File: config.mk
export PLATFORM = sky130hd
export DESIGN_NAME = quat_frame_tx
export DESIGN_NICKNAME = d
export VERILOG_FILES = /design/src/rtl/quat_uart_pkg.sv /design/src/rtl/uart_bit_timer.sv /design/src/rtl/quat_frame_tx.sv
export SDC_FILE = /design/constraint.sdc
export NUM_CORES = 1
export LEC_CHECK = 0
export ABC_AREA = 0
export BUFFER_PORTS_ARGS = -buffer_cell sky130_fd_sc_hd__clkbuf_2
export CAP_MARGIN = 20
export CORE_MARGIN = 2
export CORE_UTILIZATION = 30
export DETAILED_ROUTE_END_ITERATION = 10
export GPL_ROUTABILITY_DRIVEN = 0
export PLACE_DENSITY = 0.59
export SLEW_MARGIN = 20
export SYNTH_ARGS = -nofsm -noshare
export SYNTH_HDL_FRONTEND = slang
export SYNTH_SLANG_ARGS = --single-unit
export TNS_END_PERCENT = 10
File: constraint.sdc
create_clock -name clk -period 2.3 [get_ports clk]
set_input_delay 0.345 -clock clk [delete_from_list [all_inputs] [get_ports clk]]
set_output_delay 0.345 -clock clk [all_outputs]
set_load 0.005 [all_outputs]
File: src/rtl/quat_uart_pkg.sv
// Shared definitions for the quaternion UART link: framing constants, FSM states
// and the payload checksum used by both the transmitter and the matching receiver.
package quat_uart_pkg;

    localparam logic [7:0] SYNC_BYTE   = 8'hA5;
    localparam int         FRAME_BYTES = 10;

    typedef enum logic [1:0] {
        IDLE  = 2'd0,
        START = 2'd1,
        DATA  = 2'd2,
        STOP  = 2'd3
    } uart_state_e;

    // XOR of the eight payload bytes; the sync byte never contributes.
    function automatic logic [7:0] frame_checksum(input logic [63:0] payload);
        logic [7:0] acc;
        acc = 8'h00;
        for (int i = 0; i < 8; i++) begin
            acc = acc ^ payload[i*8 +: 8];
        end
        return acc;
    endfunction

endpackage

File: src/rtl/uart_bit_timer.sv
// Bit-period down-counter: load starts a new period, tick is high in the last
// cycle of that period. Shared by the transmitter and the receiver.
module uart_bit_timer #(
    parameter int CLKS_PER_BIT = 16
) (
    input  logic clk,
    input  logic rst,
    input  logic load,
    output logic tick
);

    localparam int               CNT_W  = $clog2(CLKS_PER_BIT);
    localparam logic [CNT_W-1:0] RELOAD = CNT_W'(CLKS_PER_BIT - 1);
    localparam logic [CNT_W-1:0] ZERO   = {CNT_W{1'b0}};
    localparam logic [CNT_W-1:0] ONE    = CNT_W'(1);

    logic [CNT_W-1:0] cnt_r;
    logic             tick_r;

    // Count down from the reload value; tick is registered so it lands on cnt_r == 0.
    always_ff @(posedge clk) begin
        if (rst) begin
            cnt_r  <= ZERO;
            tick_r <= 1'b0;
        end else if (load) begin
            cnt_r  <= RELOAD;
            tick_r <= 1'b0;
        end else if (cnt_r != ZERO) begin
            cnt_r  <= cnt_r - ONE;
            tick_r <= (cnt_r == ONE);
        end else begin
            cnt_r  <= cnt_r;
            tick_r <= 1'b0;
        end
    end

    assign tick = tick_r;

endmodule

File: src/rtl/quat_frame_tx.sv
// Framed 8N1 transmitter: latches q0..q3 on send and emits SYNC, eight payload
// bytes (little-endian per component) and an XOR checksum, gap-free.
module quat_frame_tx #(
    parameter int         CLK_FREQ  = 50000000,
    parameter int         BAUD      = 9600,
    parameter logic [7:0] SYNC_BYTE = quat_uart_pkg::SYNC_BYTE
) (
    input  logic               clk,
    input  logic               rst,
    input  logic               send,
    input  logic signed [15:0] q0,
    input  logic signed [15:0] q1,
    input  logic signed [15:0] q2,
    input  logic signed [15:0] q3,
    output logic               tx,
    output logic               busy,
    output logic               done,
    output logic               overrun
);

    import quat_uart_pkg::*;

    localparam int         CLKS_PER_BIT = CLK_FREQ / BAUD;
    localparam logic [3:0] LAST_BYTE    = 4'(FRAME_BYTES - 1);

    uart_state_e state_r;
    logic [63:0] shadow_r;
    logic [7:0]  chk_r;
    logic [7:0]  shift_r;
    logic [3:0]  byte_idx_r;
    logic [2:0]  bit_idx_r;
    logic        tx_r;
    logic        busy_r;
    logic        done_r;
    logic        overrun_r;

    logic        tick_s;
    logic        load_s;
    logic [7:0]  cur_byte_s;

    uart_bit_timer #(
        .CLKS_PER_BIT(CLKS_PER_BIT)
    ) u_bit_timer (
        .clk  (clk),
        .rst  (rst),
        .load (load_s),
        .tick (tick_s)
    );

    // Restart the bit period on frame acceptance and at every bit boundary.
    always_comb begin
        load_s = 1'b0;
        case (state_r)
            IDLE:              load_s = send;
            START, DATA, STOP: load_s = tick_s;
            default:           load_s = 1'b0;
        endcase
    end

    // Byte currently being framed, selected from the latched shadow.
    always_comb begin
        cur_byte_s = SYNC_BYTE;
        case (byte_idx_r)
            4'd0:    cur_byte_s = SYNC_BYTE;
            4'd1:    cur_byte_s = shadow_r[7:0];
            4'd2:    cur_byte_s = shadow_r[15:8];
            4'd3:    cur_byte_s = shadow_r[23:16];
            4'd4:    cur_byte_s = shadow_r[31:24];
            4'd5:    cur_byte_s = shadow_r[39:32];
            4'd6:    cur_byte_s = shadow_r[47:40];
            4'd7:    cur_byte_s = shadow_r[55:48];
            4'd8:    cur_byte_s = shadow_r[63:56];
            4'd9:    cur_byte_s = chk_r;
            default: cur_byte_s = SYNC_BYTE;
        endcase
    end

    // Frame sequencer; tx, busy, done and overrun are all driven from here.
    always_ff @(posedge clk) begin
        if (rst) begin
            state_r    <= IDLE;
            shadow_r   <= 64'h0;
            chk_r      <= 8'h00;
            shift_r    <= 8'h00;
            byte_idx_r <= 4'd0;
            bit_idx_r  <= 3'd0;
            tx_r       <= 1'b1;
            busy_r     <= 1'b0;
            done_r     <= 1'b0;
            overrun_r  <= 1'b0;
        end else begin
            done_r    <= 1'b0;
            overrun_r <= send & busy_r;
            case (state_r)
                IDLE: begin
                    if (send) begin
                        shadow_r   <= {q3, q2, q1, q0};
                        chk_r      <= frame_checksum({q3, q2, q1, q0});
                        byte_idx_r <= 4'd0;
                        bit_idx_r  <= 3'd0;
                        tx_r       <= 1'b0;
                        busy_r     <= 1'b1;
                        state_r    <= START;
                    end else begin
                        tx_r       <= 1'b1;
                        busy_r     <= 1'b0;
                    end
                end
                START: begin
                    if (tick_s) begin
                        tx_r      <= cur_byte_s[0];
                        shift_r   <= {1'b0, cur_byte_s[7:1]};
                        bit_idx_r <= 3'd0;
                        state_r   <= DATA;
                    end else begin
                        state_r   <= START;
                    end
                end
                DATA: begin
                    if (tick_s) begin
                        if (bit_idx_r == 3'd7) begin
                            tx_r    <= 1'b1;
                            state_r <= STOP;
                        end else begin
                            tx_r      <= shift_r[0];
                            shift_r   <= {1'b0, shift_r[7:1]};
                            bit_idx_r <= bit_idx_r + 3'd1;
                        end
                    end else begin
                        state_r <= DATA;
                    end
                end
                STOP: begin
                    if (tick_s) begin
                        if (byte_idx_r < LAST_BYTE) begin
                            byte_idx_r <= byte_idx_r + 4'd1;
                            tx_r       <= 1'b0;
                            state_r    <= START;
                        end else begin
                            byte_idx_r <= 4'd0;
                            tx_r       <= 1'b1;
                            busy_r     <= 1'b0;
                            done_r     <= 1'b1;
                            state_r    <= IDLE;
                        end
                    end else begin
                        state_r <= STOP;
                    end
                end
                default: begin
                    tx_r    <= 1'b1;
                    busy_r  <= 1'b0;
                    state_r <= IDLE;
                end
            endcase
        end
    end

    assign tx      = tx_r;
    assign busy    = busy_r;
    assign done    = done_r;
    assign overrun = overrun_r;

endmodule

==> results.md <==
Outcome:
- The flow ran to the end, and the final reports show no timing, DRC or antenna violations.

Detailed routing:
- The final layout contains routed wiring with a total length of ~14000 um.
- For this block, the initial DRC count from the detailed router was 474.
- The via total after detailed routing is 4719.
- The met3 wirelength from detailed routing is 823 um.
- The highest signal layer in the routed design is met4.
- The detailed-route wire length on metal 1 is between 7000 and 8000 um.
- The number of remaining DRC errors is 0.
- In the detailed route, the total length drawn on met2 is between 6000 and 7000 um.
- The routed length per placed instance is about 15 um.
- The number of routed nets with antenna violations is 0.
- The detailed-routing iteration count for the pre-antenna-repair pass is 5.
- After detailed routing, the number of vias per cell comes to between 4 and 5.

Logic synthesis:
- Yosys attributes the largest share of cell area to sky130_fd_sc_hd__dfxtp_1 40%, sky130_fd_sc_hd__nand2_1 10%, sky130_fd_sc_hd__xnor2_1 9.7%.
- The synthesized netlist contains between 50 and 60 unique library cells.
- The number of synthesized flops with an enable pin is 0.
- The cell area that synthesis handed to floorplanning was 5320 um2.
- The commonest cells after synthesis are 143 x sky130_fd_sc_hd__nand2_1, 106 x sky130_fd_sc_hd__dfxtp_1, 93 x sky130_fd_sc_hd__a21oi_1, 59 x sky130_fd_sc_hd__xnor2_1, 32 x sky130_fd_sc_hd__nor2_1.
- sky130_fd_sc_hd__nand2_1 is the most common cell in the netlist.
- The share of the Yosys chip area taken by registers is 0.399.
- The most used flip-flop cell after synthesis is sky130_fd_sc_hd__dfxtp_1.
- Of the post-synthesis cell area, the dominant cell type holds 0.399.
- The post-synthesis cell type with the largest combined area is sky130_fd_sc_hd__dfxtp_1.
- The Yosys step of the flow raised 0 warnings.
- The number of nets in the synthesized netlist is 740.
- The synthesized area per cell is between 8 and 9 um2.
- The share of synthesized flip-flops with an asynchronous set or reset is 0.
- The post-synthesis instance total is around 660.
- The flip-flop and latch count after synthesis is roughly 110.

Pwr:
- The cell area power density is between 700 and 800 nW/um2.
- The share of total power dissipated in combinational logic is 0.192.
- The worst-case IR drop observed on VDD is around 370 uV.
- Of the total power, the clock network draws 0.337.
- For this design the total switching power over the nets is approximately 1.3 mW.
- The switching power as a share of total power is 0.293.
- The share of total power dissipated in sequential elements is 0.472.
- The internal power of the cells totals approximately 3.1 mW.
- The reported leakage power is between 2 and 2.5 nW.

Finish:
- With fillers left out, the area of the finished cells amounts to approximately 6300 um2.
- The net count of the finished layout is about 800.
- Of the cells placed in the final design, the portion with a size suffix greater than 1 is 0.171.
- Measured on the finished design, the core utilization comes to 0.362.
- The number of antenna diodes in the final layout is 0.
- The layout overhead on the synthesized area is 17.6%.

Global route:
- The global router's overall resource usage is 0.158.
- The total congestion overflow after global routing is 0.
- The number of antenna violations at the first check in global routing is 0.
- The first global-routing pass estimated 22900 um of wire.
- The via count of the first global-routing pass is ~4.3k.
- The maximum number of pins on one net before global-route repair is 45.

Setup path:
- The endpoint class of the critical path is a flip-flop.
- The startpoint of the most critical register-to-register path is byte_idx_r[1]$_SDFFE_PP0P_.
- The biggest fanout along the worst timing path is 5.
- The endpoint identified for the worst register-to-register timing path is tx$_SDFFE_PP1P_.
- The critical path class is reg -> reg.
- The worst reg2reg path depth is 7.
- The worst path arrival time is 2.46 ns.
- STA classifies the critical path startpoint as a flip-flop.
- At the worst endpoint, the required time is between 2 and 3 ns.
- The slack of the worst reg-to-reg path is roughly 0.088 ns.

Clock network:
- The clock latency on the worst-skew pair is about 0.36 ns.
- The TritonCTS clock tree is done.
- The buffer levels on the longest clock path is 2.
- The CTS H-tree depth is 3.
- Clock-pin slew was measured on the worst setup and hold paths at 0.08 ns.
- The cell at the root of the clock tree is sky130_fd_sc_hd__clkbuf_16.
- Counting every sink on the clock net gives around 110.
- In this run the post-CTS setup repair buffer count came out at 0.
- The number of clock buffers added by TritonCTS is 9.

Placed design:
- Once detailed placement completed, the half-perimeter wirelength came to between 10000 and 15000 um.
- The cell area after placement is a little under 6000 um2.
- The number of buffers added on ports is 70.

Die:
- The floorplan die width is 137 um.
- The standard-cell row count is 48.
- The number of top-level pins is just over 70.
- For this configuration, the core starts out at a cell density of 0.308.
- The area of the placeable core is between 15000 and 20000 um2.
- The floorplan step defined a die boundary enclosing roughly 19000 um2.
- In this run the vertical extent of the chip is approximately 140 um.

Worst hold path:
- Along the worst hold path, the cell count comes to 3.
- The destination of the worst hold path is shadow_r[36]$_SDFFE_PP0P_.
- The worst hold path begins at q2[4].
- The type of the tightest min-delay check is in -> reg.

STA:
- The hold violation total from the final report came to 0.
- The count of final max-slew check failures was 0.
- Of the available clock period, the critical path in the final layout requires 0.962.
- Counting I/O delays and the setup requirement, the final critical path takes 2.21 ns.
- The worst setup skew after layout is around 0.0096 ns.
- The maximum clock rate is 452 MHz.
- On the final layout, the worst hold slack is 0.226 ns.
- Setup repair after global routing left no endpoint under its margin.
- The actual transition at the worst max-transition pin is 0.611 ns.
- In the final timing run, aggregate negative setup slack is 0 ns.
- Headroom to the max-slew limit came out at 0.588.
- The setup-violating endpoint count in the final report is 0.

Job:
- The count of max-cap constraint violations is 0.
-- layout by cell type, fill, tap and decap left out, drive strengths merged, types with 2 or more instances in the layout --
master / netlist / layout
nand2: 143 / 143
dfxtp: 106 / 106
a21oi: 94 / 94
clkbuf: 28 / 79
xnor2: 59 / 59
nor2: 32 / 32
buf: 15 / 22
nand3: 18 / 18
ha: 15 / 15
inv: 13 / 15
a211oi: 12 / 12
o21ai: 10 / 10
a22oi: 9 / 9
nand2b: 9 / 9
a221oi: 7 / 7
and3: 6 / 6
xor2: 6 / 6
nor3: 6 / 6
a22o: 5 / 5
o21a: 5 / 5
nand4: 5 / 5
nor4: 5 / 5
a222oi: 4 / 4
a311oi: 4 / 4
mux2: 4 / 4
or4: 4 / 4
nand3b: 3 / 3
a211o: 3 / 3
mux2i: 3 / 3
a2111oi: 3 / 3
o21bai: 2 / 2
nor3b: 2 / 2
o31ai: 2 / 2
nor2b: 2 / 2
clkinv: 0 / 2
-- flip-flops by register name (all words and copies together), names as in the netlist --
register           flops
bit_idx_r              3
busy                   1
byte_idx_r             4
chk_r                  8
done                   1
overrun                1
shadow_r              64
shift_r                7
state_r                2
tx                     1
u_bit_timer.cnt_r     13
u_bit_timer.tick       1
-- repair_timing --
action	4_1_cts	5_1_grt
hold buffers	0	0
resized for setup	0	4
endpoints found under the setup margin	0	7
-- per-stage QoR --
step                power, mW  cells  worst slack (ns)
floorplan                2.71    658             0.251
global placement         2.97    931             0.139
detailed placement       2.97    931            0.0140
CTS                      4.47    946           0.00457
global route             4.64    946           0.00804
finish                   4.41    946            0.0884
-- worst max-delay path by stage --
| stage | from | endpoint | slack, ns |
|---|---|---|---|
| after floorplan | byte_idx_r[0]$_SDFFE_PP0P_ | tx$_SDFFE_PP1P_ | 0.25 |
| after global placement | byte_idx_r[0]$_SDFFE_PP0P_ | shift_r[2]$_SDFFE_PP0P_ | 0.14 |
| after detailed placement | byte_idx_r[0]$_SDFFE_PP0P_ | shift_r[2]$_SDFFE_PP0P_ | 0.01 |
| after CTS | byte_idx_r[0]$_SDFFE_PP0P_ | shift_r[2]$_SDFFE_PP0P_ | 0.005 |
| after global routing | byte_idx_r[1]$_SDFFE_PP0P_ | shift_r[3]$_SDFFE_PP0P_ | 0.008 |
| final | byte_idx_r[1]$_SDFFE_PP0P_ | tx$_SDFFE_PP1P_ | 0.09 |
-- kinds of logic (layout without fill, tap and decap cells) --
family	Yosys count	after routing	share of synthesized area
simple gates	239	239	0.201
compound gates	170	170	0.202
flops	106	106	0.399
xor+xnor	65	65	0.107
buf+inv	56	119	0.0407
fa+ha+maj	15	15	0.0353
mux	7	7	0.0148
-- area by class of cell --
cell class,instances,area [um2]
Clock inverter,5,38.8
Tap cell,225,282
Sequential cell,106,2120
Clock buffer,10,239
Fill cell,1865,11000
Inverter,13,48.8
Timing Repair Buffer,91,523
Multi-Input combinational cell,496,3000
-- worst max-delay path: stages (launching register included) --
cell and delay [ns]:
sky130_fd_sc_hd__dfxtp_1 0.44, sky130_fd_sc_hd__inv_1 0.12, sky130_fd_sc_hd__ha_1 0.22, sky130_fd_sc_hd__a22o_1 0.23
sky130_fd_sc_hd__and3_1 0.18, sky130_fd_sc_hd__or4_1 0.57, sky130_fd_sc_hd__o311ai_1 0.29, sky130_fd_sc_hd__nand2_1 0.07
-- layer usage --
| metal | GRT usage | vias up |
|---|---|---|
| met2 | 0.234 | 125 |
| met5 | 0 | - |
| met4 | 0.0395 | 0 |
| met3 | 0.0408 | 12 |
| met1 | 0.227 | 2183 |
| li1 | - | 2399 |
-- power by group through the flow --
stage                     registers [mW]  clock network (mW)  logic, mW
final                               2.08                1.49      0.845
after global routing                2.10                1.60      0.949
after detailed placement            2.12                   0      0.849
after floorplan                     2.08                   0      0.624
after CTS                           2.08                1.53      0.853
after global placement              2.12                   0      0.844
Note: power is estimated with default switching activity, not from simulation.
